`src/rtl/dummy_op_handler_pkg.sv`:
```
// Shared definitions for the filler op handlers: position widths,
// handler state encoding and the busy-counter width helper.
package dummy_op_handler_pkg;

  localparam int DEF_POS_X_BITS   = 16;
  localparam int DEF_POS_Y_BITS   = 16;
  localparam int DEF_BUSY_CYCLES  = 4;

  typedef enum logic [1:0] {
    HDL_IDLE = 2'd0,
    HDL_BUSY = 2'd1,
    HDL_DONE = 2'd2
  } hdl_state_e;

  // Counter must hold BUSY_CYCLES-1 as its load value.
  function automatic int busy_cnt_width(input int busy_cycles);
    return (busy_cycles < 2) ? 1 : $clog2(busy_cycles + 1);
  endfunction

endpackage

```
`src/rtl/dummy_op_handler_busy_timer.sv`:
```
// Loadable down-counter with a zero flag; load wins over decrement.
// Latency 1 cycle; no backpressure, callers qualify load/dec with their enable.
module dummy_op_handler_busy_timer #(
  parameter int WIDTH = 3
) (
  input  logic             clk,
  input  logic             reset,
  input  logic             load,
  input  logic [WIDTH-1:0] load_val,
  input  logic             dec,
  output logic             zero
);

  logic [WIDTH-1:0] cnt_q;
  logic [WIDTH-1:0] cnt_d;

  always_comb begin
    cnt_d = cnt_q;
    if (load) begin
      cnt_d = load_val;
    end else if (dec && (cnt_q != '0)) begin
      cnt_d = cnt_q - WIDTH'(1);
    end
  end

  always_ff @(posedge clk) begin
    if (!reset) begin
      cnt_q <= '0;
    end else begin
      cnt_q <= cnt_d;
    end
  end

  assign zero = (cnt_q == '0);

endmodule

```
`src/rtl/dummy_op_handler.sv`:
```
// Filler op handler: latches the current position on trigger, stays busy
// BUSY_CYCLES enabled cycles, pulses done; motor outputs are tied idle.
module dummy_op_handler
  import dummy_op_handler_pkg::*;
#(
  parameter int POS_X_BITS  = DEF_POS_X_BITS,
  parameter int POS_Y_BITS  = DEF_POS_Y_BITS,
  parameter int BUSY_CYCLES = DEF_BUSY_CYCLES
) (
  input  logic                         clk,
  input  logic                         reset,
  input  logic                         clk_en,
  input  logic                         hdl_trigger,
  output logic                         hdl_done,
  output logic                         hdl_rdy,
  output logic signed [POS_X_BITS-1:0] mot_pulse_num_x,
  output logic signed [POS_Y_BITS-1:0] mot_pulse_num_y,
  output logic                         mot_trigger,
  input  logic                         mot_done,
  input  logic                         mot_rdy,
  input  logic signed [POS_X_BITS-1:0] pos_cur_x,
  input  logic signed [POS_Y_BITS-1:0] pos_cur_y,
  output logic signed [POS_X_BITS-1:0] pos_new_x,
  output logic signed [POS_Y_BITS-1:0] pos_new_y
);

  localparam int CNT_W = busy_cnt_width(BUSY_CYCLES);
  localparam logic [CNT_W-1:0] CNT_LOAD = CNT_W'(BUSY_CYCLES - 1);

  hdl_state_e state_q, state_d;
  logic       done_q, done_d;
  logic signed [POS_X_BITS-1:0] pos_new_x_q, pos_new_x_d;
  logic signed [POS_Y_BITS-1:0] pos_new_y_q, pos_new_y_d;

  logic timer_load;
  logic timer_dec;
  logic timer_zero;
  logic unused_mot;

  dummy_op_handler_busy_timer #(
    .WIDTH (CNT_W)
  ) u_busy_timer (
    .clk      (clk),
    .reset    (reset),
    .load     (timer_load),
    .load_val (CNT_LOAD),
    .dec      (timer_dec),
    .zero     (timer_zero)
  );

  assign timer_load = clk_en && (state_q == HDL_IDLE) && hdl_trigger;
  assign timer_dec  = clk_en && (state_q == HDL_BUSY);

  always_comb begin
    state_d     = state_q;
    pos_new_x_d = pos_new_x_q;
    pos_new_y_d = pos_new_y_q;
    if (clk_en) begin
      case (state_q)
        HDL_IDLE: begin
          if (hdl_trigger) begin
            state_d     = HDL_BUSY;
            pos_new_x_d = pos_cur_x;
            pos_new_y_d = pos_cur_y;
          end
        end
        HDL_BUSY: begin
          if (timer_zero) begin
            state_d = HDL_DONE;
          end
        end
        HDL_DONE: state_d = HDL_IDLE;
        default:  state_d = HDL_IDLE;
      endcase
    end
    // Done is a flop that mirrors the DONE state, so it holds with clk_en low.
    done_d = (state_d == HDL_DONE);
  end

  always_ff @(posedge clk) begin
    if (!reset) begin
      state_q     <= HDL_IDLE;
      done_q      <= 1'b0;
      pos_new_x_q <= '0;
      pos_new_y_q <= '0;
    end else begin
      state_q     <= state_d;
      done_q      <= done_d;
      pos_new_x_q <= pos_new_x_d;
      pos_new_y_q <= pos_new_y_d;
    end
  end

  assign hdl_done  = done_q;
  assign hdl_rdy   = (state_q == HDL_IDLE);
  assign pos_new_x = pos_new_x_q;
  assign pos_new_y = pos_new_y_q;

  // This handler never commands the motors; their status inputs are don't-care.
  assign mot_pulse_num_x = '0;
  assign mot_pulse_num_y = '0;
  assign mot_trigger     = 1'b0;
  assign unused_mot      = &{1'b0, mot_done, mot_rdy};

endmodule

```
`config.mk`:
```
export PLATFORM = sky130hd
export DESIGN_NAME = dummy_op_handler
export DESIGN_NICKNAME = d
export VERILOG_FILES = /design/src/rtl/dummy_op_handler_pkg.sv /design/src/rtl/dummy_op_handler_busy_timer.sv /design/src/rtl/dummy_op_handler.sv
export SDC_FILE = /design/constraint.sdc
export NUM_CORES = 1
export LEC_CHECK = 0
export ABC_CLOCK_PERIOD_IN_PS = 1400
export BUFFER_PORTS_ARGS = -buffer_cell sky130_fd_sc_hd__buf_2
export CAP_MARGIN = 20
export CELL_PAD_IN_SITES_DETAIL_PLACEMENT = 1
export CELL_PAD_IN_SITES_GLOBAL_PLACEMENT = 2
export CORE_ASPECT_RATIO = 0.7
export CORE_MARGIN = 4
export CORE_UTILIZATION = 23
export DETAILED_ROUTE_END_ITERATION = 10
export PLACE_DENSITY_LB_ADDON = 0.15
export SETUP_SLACK_MARGIN = 0.05
export SLEW_MARGIN = 20
export SYNTH_ARGS = -nofsm -noshare
export SYNTH_HDL_FRONTEND = slang
export SYNTH_SLANG_ARGS = --single-unit
export TNS_END_PERCENT = 30
```
`constraint.sdc`:
```
create_clock -name clk -period 1.4 [get_ports clk]
set_clock_uncertainty 0.05 [all_clocks]
set_input_delay 0.14 -clock clk [delete_from_list [all_inputs] [get_ports clk]]
set_output_delay 0.14 -clock clk [all_outputs]
set_load 0.03 [all_outputs]
```
==> metrics.md, run 1 <==
| Metric | Value |
|---|---|
| Status | `complete, no violations` |
| Comb pwr share | `roughly a fifth` |
| PwrDens | `roughly 1200 nW/um2` |
| Library cells used by synthesis | `27` |
| CTS tree | `built` |
| CP Class | `flip-flop to flip-flop` |
| Largest net degree at the start of global routing | `22` |
| Register bit total from synthesis | `38` |
| Crit path required time | `about 1.5 ns` |
| Setup TNS | `0 ns` |
| Critical-path maximum fanout | `6` |
| Worst-skew pair later-pin latency | `approximately 0.28 ns` |
| Clock power frac | `35.2%` |
| Worst VDD drop | `between 300 and 400 uV` |
| Area Overhead vs Synth | `26.74%` |
| Final Setup Violations | `0` |
| Die ar. | `9312 um2` |
| Detailed placement HPWL | `between 3000 and 4000 um` |
| Placed cell areas | `around 2100 um2` |
| First-pass GRT wire length | `between 7000 and 8000 um` |
| Drt pass-1 iters | `2` |
| Final Hold Fails | `0` |
| Total wire length | `roughly 4700 um` |
| Gate Count Post-Synth | `roughly 210` |
| HP Class | `primary input to flip-flop` |
| Leak | `roughly 1.1 nW` |
| Clock-pin slew on the worst setup and hold paths | `0.07 ns` |
| Layout filler cell count | `947` |
| Util after Layout | `30.57%` |
| Row count | `26` |
| I/O Buffers | `around 70` |
| Number of max-cap violations | `0` |
| Unrepaired setup endpoints after global routing | `yes` |
| Synth Cell Area | `between 1500 and 2000 um2` |
| Post-synthesis sequential area ratio | `between 40% and 50%` |
| Register area | `approximately 760 um2` |
| Sw Share | `29.68%` |
| Design Area, Final | `2277 um2` |
| Global Route Usage Sum | `approximately a tenth` |
| Mean area per synthesized cell | `approximately 8.4 um2` |
| Total CTS buffers | `5` |
| Cts hold-fix bufs | `0` |
| Overall power | `around 0.0027 W` |
| Die X | `~110 um` |
| CP Launch Type | `flip-flop` |
| H-tree levels | `2` |
| DR WL/cell | `approximately 12 um` |
| Gr ovfl total | `0` |
| Cell Int Power | `~0.0019 W` |
| Clk buf depth | `2` |
| Via-per-instance ratio | `3.869` |
| CP endpoint kind | `flip-flop` |
| Warnings, synthesis | `0` |
| DRC errors left | `0` |
| Most frequent cells in the layout | `buf_2, nand2_1, dfxtp_1` |
| Worst path arrival time | `~1.5 ns` |
| Slew Limit Fails | `0` |
| Initial antenna violation count | `0` |
| Die Ht | `~82 um` |
| Initial core utilization | `between 20% and 30%` |
| Placer Congestion | `between 0.6 and 0.7` |
| Ant diodes | `0` |
| Area of the multi-input gates | `roughly 830 um2` |
| Clk root buf | `clkbuf_8` |
| DR iter-0 viols | `32` |
| Fmax | `around 0.74 GHz` |
| Fraction of layout cells with a size suffix above 1 | `around a third` |
| Num ports | `105` |
| Core area | `7450 um2` |
| Crit path time final | `about 1.3 ns` |
| Tcrit/Tclk final | `95.95%` |
| Antenna-violating nets left | `0` |
| Most common cell after layout, fill and taps aside | `buf_2` |
| Number of global-route vias before repair | `between 1000 and 1500` |
| Seq pwr share | `between 40% and 50%` |
| CTS sink cnt | `38` |
| Fin nets | `323` |
| Net switching power | `approximately 0.00080 W` |
| Via count | `1474` |
## power groups by stage
stage	clock network (W)	logic [W]	registers [W]
after floorplan	0	0.000373	0.00129
after global placement	0	0.000562	0.00120
after detailed placement	0	0.000566	0.00120
after CTS	0.00100	0.000573	0.00117
after global routing	0.00106	0.000621	0.00118
final	0.000944	0.000568	0.00117
## layout make-up
| class | count | area share [%] |
|---|---|---|
| clock buffer | 6 | 3.626 |
| clock inverter | 1 | 1.319 |
| inverter | 5 | 0.8242 |
| multi-input combinational | 156 | 36.26 |
| sequential | 38 | 33.52 |
| tap | 98 | 5.385 |
| timing repair buffer | 77 | 19.07 |
## synth_stat cells
| master | number | area, um2 |
|---|---|---|
| nand2_1 | 65 | 244.0 |
| dfxtp_1 | 38 | 760.7 |
| buf_4 | 34 | 255.2 |
| a21boi_1 | 30 | 225.2 |
| buf_2 | 6 | 30.03 |
| inv_1 | 5 | 18.77 |
| a21boi_0 | 3 | 22.52 |
| buf_6 | 3 | 33.78 |
| clkbuf_1 | 3 | 11.26 |
| nor2_1 | 3 | 11.26 |
| a31oi_1 | 2 | 12.51 |
| ha_1 | 2 | 25.02 |
| nand2b_1 | 2 | 12.51 |
| nor3_1 | 2 | 10.01 |
| o211a_1 | 2 | 20.02 |
| o21a_1 | 2 | 15.01 |
| a21oi_1 | 1 | 5.000 |
| and4_1 | 1 | 8.760 |
| and4bb_1 | 1 | 12.51 |
| conb_1 | 1 | 3.750 |
| nand3b_1 | 1 | 7.510 |
| nand4bb_1 | 1 | 11.26 |
| nor2b_1 | 1 | 6.260 |
| nor4b_1 | 1 | 8.760 |
| o221a_2 | 1 | 11.26 |
| o31ai_1 | 1 | 7.510 |
| or2_2 | 1 | 6.260 |
## per-layer routing
| layer | up-vias | global-route usage [%] | wire, um |
|---|---|---|---|
| met5 | - | 0 | 0 |
| li1 | 757 | - | - |
| met4 | 0 | 2.161 | 19 |
| met3 | 2 | 4.271 | 429 |
| met2 | 51 | 14.75 | 2001 |
| met1 | 664 | 13.29 | 2286 |
## worst paths after layout
check | startpoint | to | slack, ns | cells past startpoint
setup / recovery | u_busy_timer.cnt_q[0]$_SDFFE_PN0P_ | u_busy_timer.cnt_q[1]$_SDFFE_PN0P_ | 0.06 | 5
hold / removal | pos_cur_x[2] | pos_new_x[2]$_SDFFE_PN0P_ | 0.04 | 3
setup reg to reg | u_busy_timer.cnt_q[0]$_SDFFE_PN0P_ | u_busy_timer.cnt_q[1]$_SDFFE_PN0P_ | 0.06 | 5
hold reg to reg | pos_new_y[3]$_SDFFE_PN0P_ | pos_new_y[3]$_SDFFE_PN0P_ | 0.40 | 2
## flip-flops by register name, indices dropped and copies added (netlist names)
| register | flops |
|---|---|
| state_q | 2 |
| u_busy_timer.cnt_q | 3 |
| pos_new_x | 16 |
| pos_new_y | 16 |
| hdl_done | 1 |
## cells by family (layout without fill, tap and decap cells)
| logic type | after synthesis | count (layout) | share of synthesized area [%] |
|---|---|---|---|
| compound gates | 42 | 42 | 17.76 |
| buf+inv | 51 | 89 | 19.43 |
| flops | 38 | 38 | 42.34 |
| fa+ha+maj | 2 | 2 | 1.393 |
| simple gates | 79 | 79 | 18.87 |
| other cells | 1 | 33 | 0.2087 |
## critical path, stage by stage, from the launching register on
cell and delay, ns:
dfxtp_1 0.31, inv_1 0.07, ha_1 0.24, nand2b_4 0.10
o211a_1 0.22, o221a_2 0.24
## metrics by stage
| step | worst slack, ns | std cells | hold slack, ns |
|---|---|---|---|
| finish | 0.05676 | 381 | 0.03854 |
| global route | 0.01554 | 381 | 0.02227 |
| CTS | 0.04782 | 381 | 0.02828 |
| detailed placement | 0.03314 | 374 | 0.3374 |
| global placement | 0.04003 | 374 | 0.3345 |
| floorplan | 0.1521 | 245 | 0.2249 |
## what timing repair did
item | in CTS | in global routing
resized for setup | 1 | 4
setup buffers | 0 | 0
endpoints found under the setup margin | 2 | 21
cloned | 0 | 0
No activity file was read; power rests on OpenSTA's default activity.
==> inputs of run 2 (changes only) <==
- CELL_PAD_IN_SITES_DETAIL_PLACEMENT: 1 -> default
- CELL_PAD_IN_SITES_GLOBAL_PLACEMENT: 2 -> default
- CORE_UTILIZATION: 23 -> 43
- RECOVER_POWER: default -> 100
- SKIP_CTS_REPAIR_TIMING: default -> 1
==> run 2 against run 1 <==
Effect of this change: clock power decreased by 5.5%; maximum frequency increased by 3.9%; first-iteration DRC count decreased by 9.4%; combinational power decreased by 6.7%; non-clock buffer count decreased by 2; largest power group unchanged; highest routed layer unchanged.
==> metrics.md, run 2 (synthesis results as in run 1) <==
| Metric | Value |
|---|---|
| DR WL/cell | `11.31 um (-9.0%)` |
| Core area | `3970 um2 (-47%)` |
| Initial core utilization | `45.26% (+21 points)` |
| Number of max-cap violations | `0 (unchanged)` |
| Ant diodes | `0 (unchanged)` |
| Pre-CTS setup slack | `0.04657 ns (+0.01343 ns)` |
| Die Ht | `62.08 um (-24%)` |
| DR iter-0 viols | `29 (-9.4%)` |
| Detailed placement HPWL | `2791 um (-22%)` |
| Initial antenna violation count | `0 (unchanged)` |
| Worst-skew pair later-pin latency | `0.28 ns (about the same)` |
| Final Setup Violations | `0 (unchanged)` |
| Critical-path maximum fanout | `9 (+3)` |
| Most frequent cells in the layout | `nand2_1, dfxtp_1, buf_2` |
| Area Overhead vs Synth | `20.19%` |
| Layout filler cell count | `429 (-55%)` |
| Antenna-violating nets left | `0 (unchanged)` |
| Fraction of layout cells with a size suffix above 1 | `19.50% (-13 points)` |
| CP endpoint kind | `output port` |
| Fin nets | `321 (-0.62%)` |
| CTS tree | `built` |
| Fin cells | `334 (-12%)` |
| Tcrit/Tclk final | `92.30% (-3.6 points)` |
| Setup TNS | `0 ns (unchanged)` |
| FF-to-FF path depth | `5 (unchanged)` |
| Clk root buf | `clkbuf_8` |
| CP Launch Type | `flip-flop` |
| H-tree levels | `2 (unchanged)` |
| Cell Int Power | `0.001819 W (-3.6%)` |
| DRC errors left | `0 (unchanged)` |
| Placed insts | `326 (-13%)` |
| Drt pass-1 iters | `4 (+2)` |
| Crit path time final | `1.292 ns (-0.05104 ns)` |
| Clk buf depth | `2 (unchanged)` |
| Total CTS buffers | `5 (unchanged)` |
| Crit path required time | `1.21 ns (-0.32 ns)` |
| Comb pwr share | `20.4% (-0.8 points)` |
| Clock-pin slew on the worst setup and hold paths | `0.07 ns (about the same)` |
| Worst R2R Setup Slack | `0.12 ns (+0.06 ns)` |
| Via count | `1457 (-1.2%)` |
| Global Route Usage Sum | `13.43% (+3.5 points)` |
| I/O Buffers | `69 (unchanged)` |
| Sw Share | `29.90% (+0.21 points)` |
| HP Class | `primary input to flip-flop` |
| Status | `complete, no violations` |
| Final Hold Fails | `0 (unchanged)` |
| Gr ovfl total | `0 (unchanged)` |
| Net switching power | `0.0007756 W (-2.6%)` |
| Die ar. | `5293 um2 (-43%)` |
| Row count | `19 (-27%)` |
| Clock power frac | `34.4% (-0.8 points)` |
| CTS sink cnt | `38 (unchanged)` |
| PwrDens | `1201 nW/um2 (+1.9%)` |
| Worst VDD drop | `736.6 uV (+100%)` |
| Hold depth | `3 (unchanged)` |
| Seq pwr share | `45.2% (+1.6 points)` |
| Slew Limit Fails | `0 (unchanged)` |
| Num ports | `105 (unchanged)` |
| Placer Congestion | `0.7620 (+10%)` |
| Post-route setup slack | `0.1078 ns (+0.05104 ns)` |
| Fmax | `0.7739 GHz (+3.9%)` |
| Total wire length | `3779 um (-20%)` |
| Unrepaired setup endpoints after global routing | `no` |
| Leak | `0.9216 nW (-15%)` |
| CP Class | `flip-flop to output port` |
| First-pass GRT wire length | `5520 um (-24%)` |
| Most common cell after layout, fill and taps aside | `nand2_1` |
| Largest net degree at the start of global routing | `34 (+55%)` |
| Number of global-route vias before repair | `1181 (-18%)` |
| Worst path arrival time | `1.10 ns (-0.37 ns)` |
| Die X | `85.26 um (-25%)` |
| Via-per-instance ratio | `4.362 (+13%)` |
run 2: metal layers:
| layer | up-vias | wire [um] | track usage, % |
|---|---|---|---|
| li1 | 757 | - | - |
| met1 | 642 | 1741 | 17.48 |
| met2 | 54 | 1577 | 20.02 |
| met3 | 4 | 434 | 5.929 |
| met4 | 0 | 25 | 4.740 |
| met5 | - | 0 | 0 |
run 2: metrics by stage:
step	hold WS (ns)	total power (W)	utilization, %	cell area, um2
final	0.04099	0.002594	54.40	2160
after global routing	0.02875	0.002725	54.40	2160
after CTS	0.03022	0.002627	54.81	2176
after floorplan	0.2249	0.001658	-	1917
after global placement	0.3310	0.001728	52.06	2067
after detailed placement	0.3367	0.001732	52.06	2067
run 2: final timing paths:
kind | from | end
setup / recovery | state_q[0]$_SDFF_PN0_ | hdl_rdy
hold / removal | pos_cur_y[4] | pos_new_y[4]$_SDFFE_PN0P_
setup reg to reg | u_busy_timer.cnt_q[0]$_SDFFE_PN0P_ | u_busy_timer.cnt_q[1]$_SDFFE_PN0P_
hold reg to reg | pos_new_x[1]$_SDFFE_PN0P_ | pos_new_x[1]$_SDFFE_PN0P_
run 2: final cells by class:
cell class              count  area, um2  share of cell area [%]
multi-input cells         156      827.0                   38.30
flip-flops and latches     38      762.0                   35.28
repair buffers             75      377.9                   17.50
clock buffers               5      68.82                   3.187
well taps                  52      65.06                   3.013
clock inverters             3      40.04                   1.854
inverters                   5      18.77                  0.8691
run 2: critical path, cell delays in order (launching register included):
cell and delay (ns):
dfxtp_2 0.36, buf_4 0.15, nor2_1 0.10, clkbuf_2 0.21
run 2: power groups by stage:
stage / combinational [W] / sequential (W) / clock (W)
CTS: 0.000537 / 0.00117 / 0.000919
floorplan: 0.000373 / 0.00129 / 0
global route: 0.000577 / 0.00118 / 0.000966
detailed placement: 0.000536 / 0.00120 / 0
global placement: 0.000533 / 0.00119 / 0
finish: 0.000530 / 0.00117 / 0.000892
==> inputs of run 3 (changes only) <==
- REMOVE_ABC_BUFFERS: default -> 1
==> run 3 against run 2 <==
Effect of this change: die area did not move; clock power shrank 16%; combinational power grew 0.9%; sequential share of layout area rose by 0.21 points; global-route usage is essentially flat; setup slack got worse by 0.025 ns; register-to-register slack about the same; maximum frequency is 1.9% lower; design area down 0.58%; wire length down 0.66%; critical endpoint unchanged; largest cell class unchanged.
==> metrics.md, run 3 (synthesis results as in run 1) <==
| Metric | Value |
|---|---|
| GRT met2 Usage | `20.46% (+0.44 points)` |
| PwrDens | `1143 nW/um2 (-4.9%)` |
| Fin nets | `323 (+0.62%)` |
| Initial antenna violation count | `0 (unchanged)` |
| Met1 usage | `17.38% (-0.10 points)` |
| Buf/Inv on CP | `2 (unchanged)` |
| Comb pwr share | `21.8% (+1.4 points)` |
| Hold Path End | `pos_new_x[15]$_SDFFE_PN0P_` |
| Via count | `1453 (-0.27%)` |
| Most frequent cells in the layout | `nand2_1, dfxtp_1, buf_2` |
| Unrepaired setup endpoints after global routing | `yes` |
| Pre-CTS setup slack | `0.06166 ns (+0.01509 ns)` |
| Placed insts | `328 (+0.61%)` |
| DR iter-0 viols | `40 (+38%)` |
| Total CTS buffers | `5 (unchanged)` |
| Worst R2R End | `pos_new_x[11]$_SDFFE_PN0P_` |
| Clock-pin slew on the worst setup and hold paths | `0.07 ns (about the same)` |
| CP Launch Type | `flip-flop` |
| FF-to-FF path depth | `4 (-1)` |
| CP endpoint kind | `output port` |
| CTS tree | `built` |
| Global Route Usage Sum | `13.47% (+0.044 points)` |
| Fin cells | `336 (+0.60%)` |
| Gr busiest metal | `met2` |
| Cell Int Power | `0.001694 W (-6.9%)` |
| Number of max-cap violations | `0 (unchanged)` |
| Post-route setup slack | `0.08237 ns (-0.02542 ns)` |
| Setup TNS | `0 ns (unchanged)` |
| H-tree levels | `2 (unchanged)` |
| Initial core utilization | `45.26% (unchanged)` |
| Worst R2R Setup Slack | `0.11 ns (about the same)` |
| Antenna-violating nets left | `0 (unchanged)` |
| Worst path arrival time | `1.13 ns (+0.03 ns)` |
| Net switching power | `0.0007596 W (-2.1%)` |
| Ant diodes | `0 (unchanged)` |
| Largest net degree at the start of global routing | `23 (-32%)` |
| Worst-path cell chain | `clkbuf_2, nor2_1, buf_4` |
| Util after Layout | `54.08% (-0.32 points)` |
| HP Class | `primary input to flip-flop` |
| Core area | `3970 um2 (unchanged)` |
| Status | `complete, no violations` |
| Clock power frac | `30.4% (-4.0 points)` |
| Gr ovfl total | `0 (unchanged)` |
| Row count | `19 (unchanged)` |
| DR WL/cell | `11.17 um (-1.3%)` |
| WHS | `0.04531 ns (+0.004319 ns)` |
| Final Hold Fails | `0 (unchanged)` |
| Die Ht | `62.08 um (unchanged)` |
| Layout filler cell count | `397 (-7.5%)` |
| Via-per-instance ratio | `4.324 (-0.87%)` |
| Crit path max-delay family | `flip-flops` |
| Area Overhead vs Synth | `19.50%` |
| Crit path required time | `1.21 ns (about the same)` |
| Worst-skew pair later-pin latency | `0.27 ns (about the same)` |
| CP Class | `flip-flop to output port` |
| Final Setup Violations | `0 (unchanged)` |
| CTS sink cnt | `38 (unchanged)` |
| Slew Limit Fails | `0 (unchanged)` |
| Critical-path maximum fanout | `8 (-1)` |
| Worst hold start | `pos_cur_x[15]` |
| Critical Path Start | `state_q[0]$_SDFF_PN0_` |
| Hold depth | `3 (unchanged)` |
| Num ports | `105 (unchanged)` |
| Placer Congestion | `0.7994 (+4.9%)` |
| Met3 usage | `5.797% (-0.13 points)` |
| Slowest CP cell | `dfxtp_2` |
| Clk root buf | `clkbuf_8` |
| Tcrit/Tclk final | `94.12% (+1.8 points)` |
| Clk buf depth | `2 (unchanged)` |
| First-pass GRT wire length | `5554 um (+0.62%)` |
| I/O Buffers | `69 (unchanged)` |
| Leak | `0.9170 nW (-0.50%)` |
| Most common cell after layout, fill and taps aside | `nand2_1` |
| Seq pwr share | `47.8% (+2.6 points)` |
| Die ar. | `5293 um2 (unchanged)` |
| Largest stage delay, worst path | `0.36 ns (about the same)` |
| Number of global-route vias before repair | `1243 (+5.2%)` |
| Drt pass-1 iters | `4 (unchanged)` |
| Crit path time final | `1.318 ns (+0.02542 ns)` |
| Worst R2R Start | `state_q[1]$_SDFF_PN0_` |
| DRC errors left | `0 (unchanged)` |
| Worst VDD drop | `482.7 uV (-34%)` |
| Die X | `85.26 um (unchanged)` |
| Fraction of layout cells with a size suffix above 1 | `20.07% (+0.57 points)` |
| Detailed placement HPWL | `2796 um (+0.16%)` |
| Sw Share | `30.96% (+1.1 points)` |
| Fmax | `0.7589 GHz (-1.9%)` |
| Total wire length | `3754 um (-0.66%)` |
==> run 3: cell types whose count changed in the layout (fill, tap and decap cells not counted), sizes merged <==
| cell | before | now |
|---|---|---|
| clkinv | 2 | 1 |
| clkbuf | 39 | 42 |
| bufinv | 1 | 0 |
| buf | 41 | 42 |
==> run 3: cell type report <==
cell class / instances / area (um2) / area share, %
clock buffer: 7 / 86.33 / 4.021
clock inverter: 1 / 5.005 / 0.2331
inverter: 5 / 18.77 / 0.8741
multi-input combinational: 156 / 833.3 / 38.81
sequential: 38 / 762.0 / 35.49
tap: 52 / 65.06 / 3.030
timing repair buffer: 77 / 376.6 / 17.54
==> run 3: power by group through the flow <==
stage	logic (W)	clock network [W]	registers (W)
2_1_floorplan	0.000263	0	0.00129
3_3_place_gp	0.000535	0	0.00119
3_5_place_dp	0.000536	0	0.00119
4_1_cts	0.000537	0.000780	0.00117
5_1_grt	0.000578	0.000825	0.00118
6_report	0.000535	0.000745	0.00117
==> run 3: routing by layer <==
layer / wire (um) / up-vias
li1: - / 758
met5: 0 / -
met3: 414 / 2
met4: 19 / 0
met2: 1530 / 60
met1: 1790 / 633
==> run 3: worst reg2reg max path: stages, from the launching register on <==
cell and delay, ns:
dfxtp_1 0.35, and4bb_1 0.40, buf_4 0.20, nand2_1 0.06
a21boi_0 0.15
==> run 3: worst max path at each step <==
stage          depth (start not counted)                            endpoint  slack [ns]
2_1_floorplan                          3           pos_new_y[6]$_SDFFE_PN0P_       -0.26
3_3_place_gp                           5  u_busy_timer.cnt_q[1]$_SDFFE_PN0P_        0.08
3_5_place_dp                           5  u_busy_timer.cnt_q[1]$_SDFFE_PN0P_        0.06
4_1_cts                                3                             hdl_rdy        0.01
5_1_grt                                4           pos_new_x[2]$_SDFFE_PN0P_        0.02
6_report                               3                             hdl_rdy        0.08
==> run 3: through the flow <==
| step | total power (W) | cell area [um2] |
|---|---|---|
| CTS | 0.002487 | 2161 |
| floorplan | 0.001552 | 1587 |
| finish | 0.002454 | 2147 |
| global route | 0.002584 | 2147 |
| global placement | 0.001730 | 2069 |
| detailed placement | 0.001731 | 2069 |
